`src/rtl/ram_bist_pkg.sv`:
```
// Shared definitions for the RAM BIST controller: default geometry and FSM encoding.
package ram_bist_pkg;

  localparam int unsigned AddrWDefault = 2;
  localparam int unsigned DataWDefault = 8;

  typedef enum logic [1:0] {
    StIdle = 2'd0,
    StWr   = 2'd1,
    StRd   = 2'd2,
    StDone = 2'd3
  } bist_state_e;

endpackage

```
`src/rtl/ram_bist_pattern.sv`:
```
// Expected-data generator: seed plus index, inverted on the second pass.
module ram_bist_pattern #(
  parameter int unsigned ADDR_W = 2,
  parameter int unsigned DATA_W = 8
) (
  input  logic [DATA_W-1:0] seed_reg,
  input  logic [ADDR_W-1:0] idx,
  input  logic              pass_bit,
  output logic [DATA_W-1:0] expected
);

  logic [DATA_W-1:0] sum;

  // Sum is truncated to DATA_W, so the pattern wraps with no carry-out.
  assign sum      = seed_reg + DATA_W'(idx);
  assign expected = pass_bit ? ~sum : sum;

endmodule

```
`src/rtl/ram_bist_ctrl.sv`:
```
// March-style RAM BIST: write/read pass with true data, then with inverted data.
module ram_bist_ctrl
  import ram_bist_pkg::*;
#(
  parameter int unsigned ADDR_W = AddrWDefault,
  parameter int unsigned DATA_W = DataWDefault
) (
  input  logic              clk,
  input  logic              clr,
  input  logic              start,
  input  logic [DATA_W-1:0] seed,
  output logic              mem_rw,
  output logic [ADDR_W-1:0] mem_addr,
  output logic [DATA_W-1:0] mem_wdata,
  input  logic [DATA_W-1:0] mem_rdata,
  output logic              busy,
  output logic              done,
  output logic              pass,
  output logic [ADDR_W-1:0] fail_addr,
  output logic [2:0]        err_count
);

  bist_state_e       state_q, state_d;
  logic [ADDR_W-1:0] idx_q, idx_d;
  logic              pass_bit_q, pass_bit_d;
  logic [DATA_W-1:0] seed_q, seed_d;
  logic [2:0]        err_q, err_d;
  logic [ADDR_W-1:0] fail_q, fail_d;
  logic              pass_q, pass_d;

  logic [DATA_W-1:0] expected;
  logic              last_idx;
  logic              mismatch;

  ram_bist_pattern #(
    .ADDR_W (ADDR_W),
    .DATA_W (DATA_W)
  ) u_pattern (
    .seed_reg (seed_q),
    .idx      (idx_q),
    .pass_bit (pass_bit_q),
    .expected (expected)
  );

  assign last_idx = &idx_q;
  assign mismatch = (mem_rdata != expected);

  always_comb begin
    state_d    = state_q;
    idx_d      = idx_q;
    pass_bit_d = pass_bit_q;
    seed_d     = seed_q;
    err_d      = err_q;
    fail_d     = fail_q;
    pass_d     = pass_q;
    mem_rw     = 1'b0;
    mem_addr   = '0;
    mem_wdata  = '0;
    busy       = 1'b0;
    done       = 1'b0;

    unique case (state_q)
      StIdle: begin
        if (start) begin
          seed_d     = seed;
          err_d      = '0;
          fail_d     = '0;
          pass_d     = 1'b0;
          pass_bit_d = 1'b0;
          idx_d      = '0;
          state_d    = StWr;
        end
      end
      StWr: begin
        busy      = 1'b1;
        mem_rw    = 1'b1;
        mem_addr  = idx_q;
        mem_wdata = expected;
        idx_d     = idx_q + 1'b1;
        if (last_idx) state_d = StRd;
      end
      StRd: begin
        busy     = 1'b1;
        mem_addr = idx_q;
        idx_d    = idx_q + 1'b1;
        if (mismatch) begin
          if (err_q != 3'd7) err_d = err_q + 3'd1;
          if (err_q == 3'd0) fail_d = idx_q;
        end
        if (last_idx) begin
          if (!pass_bit_q) begin
            pass_bit_d = 1'b1;
            state_d    = StWr;
          end else begin
            // Include this cycle's compare in the verdict.
            pass_d  = (err_q == 3'd0) && !mismatch;
            state_d = StDone;
          end
        end
      end
      StDone: begin
        done    = 1'b1;
        state_d = StIdle;
      end
      default: state_d = StIdle;
    endcase
  end

  always_ff @(posedge clk or posedge clr) begin
    if (clr) begin
      state_q    <= StIdle;
      idx_q      <= '0;
      pass_bit_q <= 1'b0;
      seed_q     <= '0;
      err_q      <= '0;
      fail_q     <= '0;
      pass_q     <= 1'b0;
    end else begin
      state_q    <= state_d;
      idx_q      <= idx_d;
      pass_bit_q <= pass_bit_d;
      seed_q     <= seed_d;
      err_q      <= err_d;
      fail_q     <= fail_d;
      pass_q     <= pass_d;
    end
  end

  assign pass      = pass_q;
  assign fail_addr = fail_q;
  assign err_count = err_q;

endmodule

```
`config.mk`:
```
export PLATFORM = sky130hd
export DESIGN_NAME = ram_bist_ctrl
export DESIGN_NICKNAME = d
export VERILOG_FILES = /design/src/rtl/ram_bist_pkg.sv /design/src/rtl/ram_bist_pattern.sv /design/src/rtl/ram_bist_ctrl.sv
export SDC_FILE = /design/constraint.sdc
export NUM_CORES = 1
export LEC_CHECK = 0
export ABC_AREA = 1
export BUFFER_PORTS_ARGS = -buffer_cell sky130_fd_sc_hd__buf_2
export CORE_ASPECT_RATIO = 2
export CORE_MARGIN = 2
export CORE_UTILIZATION = 35
export DETAILED_ROUTE_END_ITERATION = 8
export GPL_ROUTABILITY_DRIVEN = 0
export PLACE_DENSITY_LB_ADDON = 0.25
export SLEW_MARGIN = 25
export SYNTH_ARGS = -nofsm -noshare
export SYNTH_HDL_FRONTEND = slang
export SYNTH_SLANG_ARGS = --single-unit
export TNS_END_PERCENT = 100
```
`constraint.sdc`:
```
create_clock -name clk -period 2 [get_ports clk]
set_clock_uncertainty 0.2 [all_clocks]
set_input_delay 0.2 -clock clk [delete_from_list [all_inputs] [get_ports clk]]
set_output_delay 0.2 -clock clk [all_outputs]
set_load 0.02 [all_outputs]
```
# == Word-level counts from Yosys, hierarchy flattened ==
# Cells that the tools add are included.
# totals
regBits,19
in_bits,19
out_inout_bits,19
wordCells,64
# op_classes
addsub,3
eq_ne,12
muxes,26
bitwise_logic,1
reduce_logical,15
# op_table
operator,n
$mux 2,8
$mux 8,2
$ne 2x2->1 const B,7
$reduce_and 4->1,3
$mux 3,3
$add 8x2->8,1
$ne 8x8->1,1
$not 8->8,1
$pmux 2 s2,2
$pmux 2 s4,1
$mux 1,7
$pmux 3 s2,1
$reduce_and 2->1,3
$reduce_and 3->1,2
$eq 2x2->1 const B,2
$pmux 1 s2,2
$reduce_bool 2->1,2
$add 3x1->3 const B,1
$logic_not 3->1,1
$ne 3x3->1 const B,1
$add 2x1->2 const B,1
$eq 2x1->1 const B,1
$logic_not 2->1,1
$reduce_or 2->1,1
other kinds (2),2

# == Longest topological paths before layout ==
# Gate-level depths: netlist (run 1).
# logic_depth
ltp_word,9
mapped_depth,14
mapped_depth_nobuf,14

# == By module ==
# A second synthesis (run 1) with hierarchy kept.
# unflattened
cells_unflattened,223
hier_area_um2,1556.5
# modules_own_cells
module,n_inst,cells_per_inst,area_each_um2,seq_area_each_um2
ram_bist_ctrl,1,160,1236.2,475.5
ram_bist_pattern,1,63,320.3,0.0

# == Worst setup path after synthesis (run 1) ==
# OpenSTA, ideal clock, no wires.
# synth_path
path_type,register to register
startpoint,register idx_q[0]
endpoint,"register err_q[0], in the netlist err_count[0]"
setup_time_ps,66
arrival_time_ps,1967
required_time_ps,1734
path_slack_ps,-233
path_stages_with_launch,14
path_buffers,0
period_less_slack_ps,2233
path_cell_list,dfrtp_1 > ha_1 > fa_1 > nand2_2 > inv_1 > nand2_1 > nand3_1 > nand3_1 > nand2_1 > nor2_2 > nand4_4 > nand3_2 > nand2_1 > nand2_1
# synth_via
elab_chain_cells,6
# synth_lines
item,line_no,rtl
from (decl),ram_bist_ctrl.sv:24,"logic [ADDR_W-1:0] idx_q, idx_d;"
from (signal assigned),ram_bist_ctrl.sv:120,idx_q <= idx_d;
$add 8x2->8 *,ram_bist_pattern.sv:15,assign sum = seed_reg + DATA_W'(idx);
$not 8->8,ram_bist_pattern.sv:16,assign expected = pass_bit ? ~sum : sum;
$mux 8 *,ram_bist_pattern.sv:16,
$ne 8x8->1 *,ram_bist_ctrl.sv:46,assign mismatch = (mem_rdata != expected);
$ne 2x2->1 (no source line) *,n/a,
$reduce_and 4->1 (no source line) *,n/a,
to (signal assigned),ram_bist_ctrl.sv:123,err_q <= err_d;
to (decl),ram_bist_ctrl.sv:27,"logic [2:0] err_q, err_d;"
# Mark *: on every way between the ends. The rest lies on a longest branch, timed or not.
# A chain may end at the register's enable or synchronous reset.

# == Worst setup path in the final report (run 1) ==
# layout_path
startpoint,register seed_q[0]
endpoint,output mem_wdata[4]
# layout_via
elab_chain_cells,4
# layout_lines
item,line_no,rtl
from (decl),ram_bist_ctrl.sv:26,"logic [DATA_W-1:0] seed_q, seed_d;"
from (signal assigned),ram_bist_ctrl.sv:114,seed_q <= '0;
from (signal assigned),ram_bist_ctrl.sv:122,seed_q <= seed_d;
$add 8x2->8 *,ram_bist_pattern.sv:15,
$not 8->8,ram_bist_pattern.sv:16,
$mux 8 *,ram_bist_pattern.sv:16,
$mux 8 *,ram_bist_ctrl.sv:62,unique case (state_q)
to (decl),ram_bist_ctrl.sv:14,"output logic [DATA_W-1:0] mem_wdata,"
# Marks and branches as above.

==> impl_metrics.ini, run 1 <==
[timing]
finalCritPeriodShare_pct = 117
finalSetupTns_ns = -3.30
timing.slew.headroom_pct = 51.3
rsz0062_at_grt = true
fmax_ghz = 0.426
setup_viol = 12
tightest_slew_ns = 0.730
hold_violations = 0
fin_crit_ns = 2.35
slew_violations = 0
worst_slack_ns = -0.350

[routing]
wire_per_inst_um = 11.9
drtAntennaViolNets = 0
via_per_inst = 4.78
dr_total_vias = 1736
drtIter0Drc = 34
totalWireLength_um = 4330
dr.pass1.iters = 4
drcViolationCount = 0

[global_routing]
grt_max_degree = 20
grt_usage_pct = 18.0
overflow = 0
grt_pass1_vias = 1728
grt_antenna_before_repair = 0
grt_pass1_wl_um = 7180

[clock_network]
htreeDepth = 1
cts_root_buf = clkbuf_8
numCtsBuffers = 3
clockBufferDepth = 2
clock_sinks = 19
clock_latency_ns = 0.25
cts_tree = yes
clk_pin_slew_worst_paths_ns = 0.07

[outcome]
violations = negative setup slack
status = finished with violations

[logic_synthesis]
async_reset_ff_share_pct = 100
ys_ff_latch = 19
synth_edf_count = 0
ys_seq_area_share_pct = 30.0
synth_nets = 266
syn_area_per_cell_um2 = 6.71
synth_area_um2 = 1580
yosysWarnings = 0
synthDistinctLibCells = 29
synthCells = 236
synth_flop_cell = dfrtp_1

[worst_setup_path]
crit_required_ns = 1.60
reg2regPathDepth = 12
worst-setup-path-type = reg -> out
critPathLaunchType = flop
endpoint_kind = output port
reg2reg_from = seed_q[0]
r2r_setup_slack_ns = -0.33
r2r_end = err_count[2]
cp.arrival_ns = 1.95
critPathMaxFanout = 5

[floorplan]
die_h_um = 99.1
fp.coreArea_um2 = 4340
die_area_um2 = 5110
num_io_pins = 38
die_w_um = 51.6
initial_core_util_pct = 36.5
row_count = 34

[worst_hold_path]
whs_path_depth = 4
min-delay-path-class = in -> reg
min_from = start
hold_end = idx_q[0]

[layout]
mostFrequentLayoutCell = nand2_1
antenna_cells = 0
instances_no_fill = 363
final_util_pct = 54.7
layout.nets = 340
drive_gt1_share_pct = 40.8
area_growth_pct = 49.8
final_cell_mix = 75 x nand2_1, 30 x inv_1, 29 x buf_2, 28 x buf_4

[run]
maxCapViolCount = 0

[placement]
hpwl_um = 3270
placed_cells_incl_taps = 342
port_buffers = 37

[power]
p_per_area_nw_per_um2 = 1560
ir_drop_mv = 0.812
finalPower_mw = 3.71
p_leak_nw = 1.33
per-stage QoR:
stage	setup WS [ns]	instance area [um^2]	hold slack, ns
final	-0.350	2370	0.158
after global placement	-0.294	1960	0.167
after global routing	-0.451	2370	0.169
after detailed placement	-0.315	1960	0.157
after CTS	-0.372	2260	0.156
after floorplan	-0.180	1600	-0.0489
layout make-up:
type | count | area, um^2
Inverter | 37 | 141
Multi-Input combinational cell | 175 | 1110
Timing Repair Buffer | 74 | 536
Clock buffer | 4 | 45.0
Fill cell | 465 | 1970
Tap cell | 54 | 67.6
Sequential cell | 19 | 478
sequential cells by signal (all words and copies together), names as in the netlist:
name and flops:
fail_addr 2, err_count 3, pass 1, state_q 2, idx_q 2, pass_bit_q 1, seed_q 8
cells by family after synthesis:
| kind of cell | count (synthesis) | synth area share (%) |
|---|---|---|
| AO/OA/AOI/OAI | 19 | 6.56 |
| AND/OR/NAND/NOR | 142 | 41.0 |
| buffers and inverters | 42 | 11.6 |
| adder cells (fa/ha/maj) | 11 | 9.16 |
| XOR/XNOR | 3 | 1.66 |
| flip-flops | 19 | 30.0 |
cells in the mapped netlist, types with 2 or more instances:
cell,n,area (um^2)
inv_1,33,124
nand2_1,89,334
a21oi_1,9,45.0
o22ai_1,2,12.5
o21ai_0,6,30.0
nand2_2,7,43.8
nand4_1,5,31.3
nand3_2,2,20.0
buf_6,3,33.8
nand3_1,23,115
xnor2_1,2,17.5
nor2_1,9,33.8
nand3b_1,2,15.0
dfrtp_1,19,475
inv_2,2,7.51
ha_1,10,125
what timing repair did:
action	in CTS	in global routing
pin swaps	20	15
setup endpoints to repair	13	14
buffers inserted	4	4
gates resized for setup	40	21
cloned	0	0
hold buffers	9	0
hold endpoints to repair	27	0
critical path: stages, from the launching register on:
cell and delay (ns):
dfrtp_1 0.40, ha_2 0.20, fa_2 0.39, nand2_4 0.12, inv_2 0.06, nand2_4 0.07, nand3_2 0.08, buf_6 0.12
a21oi_2 0.11, buf_4 0.15
metal layers:
layer	part of all wire, %	GRT usage, %	vias to the layer above	wire, um
met3	2.3	0.601	8	100
met2	62	37.9	31	2680
met1	34	16.9	813	1460
met4	1.9	5.87	0	82
li1	-	-	884	-
met5	0	0	-	0
report_power, final:
group          total [mW]  leakage, nW  internal (mW)  switching [mW]
logic                2.74         1.06           1.17            1.56
clock network       0.263       0.0228          0.141           0.122
registers           0.708        0.242          0.536           0.172
total                3.71         1.33           1.85            1.86
worst max path at each step:
stage | start | slack (ns) | depth (start not counted) | end
6_report | seed_q[0] | -0.35 | 9 | mem_wdata[4]
5_1_grt | seed_q[0] | -0.45 | 9 | mem_wdata[2]
4_1_cts | seed_q[0] | -0.37 | 12 | err_count[2]
3_5_place_dp | idx_q[0] | -0.32 | 12 | err_count[2]
3_3_place_gp | idx_q[0] | -0.29 | 12 | err_count[1]
2_1_floorplan | idx_q[0] | -0.18 | 12 | err_count[2]
(Power assumes the default switching activity.)
==> inputs of run 2 (changes only) <==
--- a/config.mk
+++ b/config.mk
@@ -10,9 +10,11 @@
 export CORE_ASPECT_RATIO = 2
 export CORE_MARGIN = 2
 export CORE_UTILIZATION = 35
+export CTS_BUF_LIST = sky130_fd_sc_hd__clkbuf_8
 export DETAILED_ROUTE_END_ITERATION = 8
 export GPL_ROUTABILITY_DRIVEN = 0
 export PLACE_DENSITY_LB_ADDON = 0.25
+export REMOVE_ABC_BUFFERS = 1
 export SLEW_MARGIN = 25
 export SYNTH_ARGS = -nofsm -noshare
 export SYNTH_HDL_FRONTEND = slang
==> constraint.sdc (replaced) <==
create_clock -name clk -period 2.16 [get_ports clk]
set_clock_uncertainty 0.2 [all_clocks]
set_input_delay 0.216 -clock clk [delete_from_list [all_inputs] [get_ports clk]]
set_output_delay 0.216 -clock clk [all_outputs]
set_load 0.02 [all_outputs]
==> run 2 against run 1 <==
  * The flow still finishes with violations (negative setup slack)
  * Critical endpoint unchanged
  * Via count down 1.1%
  * Highest routed layer unchanged
  * Final cell count fell by 1.1%
  * Critical path depth did not move
  * Total power is 7.8% lower
  * Combinational power down 8.0%
  * Clock power shrank 4%
  * Sequential share of layout area rose by 0.17 points
  * Largest power group unchanged
  * Worst hold slack got worse by 0.15 ns
  * Register-to-register slack better by 0.09 ns
==> impl_metrics.ini, run 2 (same netlist as run 1, synthesis figures left out) <==
[clock_network]
numCtsBuffers = 3
clock_sinks = 19
clockBufferDepth = 2
cts_tree = yes
cts_root_buf = clkbuf_8
clock_latency_ns = 0.26
htreeDepth = 1
clk_pin_slew_worst_paths_ns = 0.07

[layout]
regMostFlops = seed_q
largest_reg_flops = 8
fin_area_um2 = 2340
mostFrequentLayoutCell = nand2_1
area_growth_pct = 47.8
layout.nets = 336
drive_gt1_share_pct = 38.7
final_cell_mix = 77 x nand2_1, 32 x inv_1, 30 x buf_2, 24 x buf_4, 19 x dfrtp_1
antenna_cells = 0

[floorplan]
die_h_um = 99.1
initial_core_util_pct = 36.5
die_w_um = 51.6
die_area_um2 = 5110
row_count = 34
fp.coreArea_um2 = 4340
num_io_pins = 38

[routing]
dr_total_vias = 1717
totalWireLength_um = 4220
dr.pass1.iters = 4
wire_per_inst_um = 11.8
drtIter0Drc = 32
drcViolationCount = 0
via_per_inst = 4.78
drtAntennaViolNets = 0

[power]
seqPwrFrac_pct = 18.9
p_leak_nw = 1.32
p_per_area_nw_per_um2 = 1460
finalPower_mw = 3.42
ir_drop_mv = 0.871
swShare_pct = 50.5
p_sw_mw = 1.72
pwr-share-comb_pct = 73.7
clkPwrFrac_pct = 7.4
cell_internal_pwr_mw = 1.69

[timing]
hold_ws_ns = 0.00411
timing.slew.headroom_pct = 50.3
finalSetupTns_ns = -2.24
tightest_slew_ns = 0.744
hold_violations = 0
fin_crit_ns = 2.40
setup_viol = 12
rsz0062_at_grt = true
worst_slack_ns = -0.240
fmax_ghz = 0.417
finalCritPeriodShare_pct = 111
slew_violations = 0

[run]
maxCapViolCount = 0

[global_routing]
grt_pass1_wl_um = 6910
grt_pass1_vias = 1655
grt_antenna_before_repair = 0
overflow = 0
grt_max_degree = 20
grt_usage_pct = 17.6

[worst_setup_path]
critPathLaunchType = flop
worst-setup-path-type = reg -> out
endpoint_kind = output port
crit_required_ns = 1.74
critPathMaxFanout = 5
cp.arrival_ns = 1.98
r2r_setup_slack_ns = -0.24

[placement]
port_buffers = 37
hpwl_um = 3250
place_area_um2 = 1920

[outcome]
status = finished with violations
violations = negative setup slack

[worst_hold_path]
min-delay-path-class = in -> reg
[run 2: repair_timing]
action,in CTS,in global routing
setup endpoints to repair,13,14
buffers inserted,6,2
pin swaps,10,3
hold buffers,8,0
gates cloned,0,0
gates resized for setup,30,29
endpoints found under the hold margin,26,0
[run 2: area by class of cell]
| class | count | area, um^2 |
|---|---|---|
| inverter | 37 | 145 |
| clock inverter | 1 | 5.00 |
| fill | 458 | 2000 |
| sequential | 19 | 475 |
| tap | 54 | 67.6 |
| clock buffer | 3 | 41.3 |
| multi-input combinational | 175 | 1110 |
| timing repair buffer | 70 | 500 |
[run 2: per-layer routing]
metal	GRT usage [%]	part of all wire, %
met5	0	0
met1	17.2	35
met2	34.1	58
met4	10.1	3.8
met3	0.901	2.8
[run 2: metrics by stage]
step	worst slack, ns	instances	util (%)
floorplan	-0.0979	231	-
global placement	-0.227	339	44.3
detailed placement	-0.222	339	44.3
CTS	-0.237	357	50.4
global route	-0.341	359	54.0
finish	-0.240	359	54.0
[run 2: worst max-delay path: stages (launching register included)]
cell     delay (ns)
dfrtp_1        0.39
ha_2           0.20
fa_2           0.41
nand2_4        0.13
inv_2          0.06
nand2_4        0.08
nand3_4        0.08
buf_6          0.12
a21oi_2        0.10
buf_4          0.15
[run 2: final timing paths]
| kind | depth (start not counted) | end | start |
|---|---|---|---|
| worst max-delay path | 9 | mem_wdata[4] | seed_q[0] |
| worst min-delay path | 3 | seed_q[3] | seed[3] |
| worst max register to register | 13 | err_count[1] | seed_q[0] |
| worst min register to register | 2 | fail_addr[1] | fail_addr[1] |
| max in group asynchronous | 3 | pass_bit_q | clr |
| min in group asynchronous | 3 | state_q[1] | clr |
[run 2: power groups by stage]
stage	logic, mW	registers [mW]	clock network (mW)
2_1_floorplan	1.31	0.666	0
4_1_cts	2.28	0.639	0.258
5_1_grt	2.77	0.667	0.273
3_3_place_gp	1.99	0.640	0
6_report	2.52	0.646	0.253
3_5_place_dp	2.01	0.640	0
==> inputs of run 3 (changes only) <==
--- a/config.mk
+++ b/config.mk
@@ -13,7 +13,6 @@
 export CTS_BUF_LIST = sky130_fd_sc_hd__clkbuf_8
 export DETAILED_ROUTE_END_ITERATION = 8
 export GPL_ROUTABILITY_DRIVEN = 0
-export PLACE_DENSITY_LB_ADDON = 0.25
 export REMOVE_ABC_BUFFERS = 1
 export SLEW_MARGIN = 25
 export SYNTH_ARGS = -nofsm -noshare
==> run 3 against run 2 <==
  * Critical path depth fell by 2
  * Die area did not move
  * The run still ends with negative setup slack left
  * Total power fell by 0.97%
  * Highest routed layer unchanged
  * Combinational power barely moved
  * Final cell count rose by 1.1%
  * Count of clock-buffer cells in the layout did not move
  * Clock power barely moved
  * Design area fell by 1.4%
  * Setup slack got worse by 0.10 ns
  * First-iteration DRC count fell by 38%
  * Largest power group unchanged
  * Critical path type unchanged
==> impl_metrics.ini, run 3 (same netlist as run 1, synthesis figures left out) <==
[worst_setup_path]
worst-setup-path-type = reg -> out
startpoint = idx_q[0]
crit_required_ns = 1.74
critPathMaxFanout = 3
endpoint_kind = output port
cp.arrival_ns = 2.09
critPathLaunchType = flop
reg2reg_from = idx_q[0]

[routing]
dr.pass1.iters = 4
drtAntennaViolNets = 0
drtIter0Drc = 20
drcViolationCount = 0
wire_per_inst_um = 12.3
dr_total_vias = 1741
totalWireLength_um = 4480
via_per_inst = 4.80

[layout]
layout.nets = 340
final_cell_mix = 81 x nand2_1, 31 x inv_1, 30 x buf_2, 29 x buf_4, 19 x dfrtp_1
regMostFlops = seed_q
fin_area_um2 = 2310
largest_reg_flops = 8
antenna_cells = 0
drive_gt1_share_pct = 37.5
fillers = 453
mostFrequentLayoutCell = nand2_1
area_growth_pct = 45.7

[clock_network]
clock_sinks = 19
cts_root_buf = clkbuf_8
cts_tree = yes
clk_pin_slew_worst_paths_ns = 0.07
numCtsBuffers = 3
htreeDepth = 1
clockBufferDepth = 2
clock_latency_ns = 0.26

[floorplan]
initial_core_util_pct = 36.5
row_count = 34
die_area_um2 = 5110
die_h_um = 99.1
die_w_um = 51.6
fp.coreArea_um2 = 4340
num_io_pins = 38

[timing]
fmax_ghz = 0.400
fin_crit_ns = 2.50
timing.slew.headroom_pct = 50.1
rsz0062_at_grt = true
tightest_slew_ns = 0.748
worst_slack_ns = -0.343
hold_violations = 0
finalCritPeriodShare_pct = 116
setup_viol = 12
slew_violations = 0

[global_routing]
grt_max_degree = 20
grt_antenna_before_repair = 0
grt_usage_pct = 18.2
overflow = 0
grt_pass1_vias = 1711
grt_pass1_wl_um = 7250

[worst_hold_path]
min_from = start
min-delay-path-class = in -> reg

[power]
finalPower_mw = 3.38
p_per_area_nw_per_um2 = 1470
ir_drop_mv = 0.810
p_leak_nw = 1.30

[outcome]
violations = negative setup slack
status = finished with violations

[placement]
hpwl_um = 3340
port_buffers = 37
place_area_um2 = 1920

[run]
maxCapViolCount = 0
run 3: cell types whose count changed in the layout (fill, tap and decap cells not counted), moves of 2 or more:
cell	delta
nand2_1	+4
a21oi_2	+2
nor2_2	+2
nand2_4	-2
buf_6	-2
nand3_1	+2
nor2_4	-2
nand2_2	-2
buf_4	+5
run 3: report_power, final:
group / switching [mW] / internal (mW) / total, mW
logic: 1.43 / 1.06 / 2.49
clock network: 0.127 / 0.129 / 0.255
registers: 0.142 / 0.493 / 0.636
total: 1.70 / 1.68 / 3.38
run 3: area by class of cell:
type | count | area, um^2 | area share [%]
multi-input combinational | 175 | 1050 | 45.4
timing repair buffer | 74 | 526 | 22.8
sequential | 19 | 475 | 20.6
inverter | 37 | 145 | 6.29
tap | 54 | 67.6 | 2.93
clock buffer | 3 | 41.3 | 1.79
clock inverter | 1 | 5.00 | 0.217
run 3: per-layer routing:
metal / track usage [%] / vias to the layer above / share of wire (%)
li1: - / 889 / -
met1: 19.2 / 810 / 34
met2: 35.3 / 31 / 60
met3: 0.901 / 11 / 2.3
met4: 7.89 / 0 / 2.8
met5: 0 / - / 0
run 3: timing repair:
item | in CTS | in global routing
resized for setup | 24 | 22
cloned | 0 | 0
pin swaps | 8 | 20
hold endpoints to repair | 27 | 0
endpoints found under the setup margin | 13 | 15
hold buffers | 9 | 0
buffers inserted | 7 | 4
run 3: per-stage QoR:
stage	setup slack [ns]	cells	hold slack (ns)	utilization [%]	TNS, ns
6_report	-0.343	363	0.159	53.2	-2.47
4_1_cts	-0.269	359	0.160	50.3	-2.85
5_1_grt	-0.363	363	0.231	53.2	-3.41
3_3_place_gp	-0.229	339	0.188	44.3	-1.35
2_1_floorplan	-0.0979	231	-0.0329	-	-0.515
3_5_place_dp	-0.289	339	0.195	44.3	-1.80
run 3: final timing paths:
kind,end,depth (start not counted),slack [ns]
setup / recovery,mem_wdata[1],7,-0.34
hold / removal,idx_q[0],4,0.16
setup reg to reg,err_count[0],12,-0.26
hold reg to reg,fail_addr[0],2,0.29
max in group asynchronous,idx_q[1],3,0.86
min in group asynchronous,state_q[1],3,0.42
run 3: worst max-delay path, cell delays in order (launching register included):
cell and delay [ns]:
dfrtp_1 0.40, ha_2 0.21, fa_2 0.57, nand2_2 0.07
buf_4 0.14, buf_4 0.12, a21oi_2 0.14, buf_4 0.17
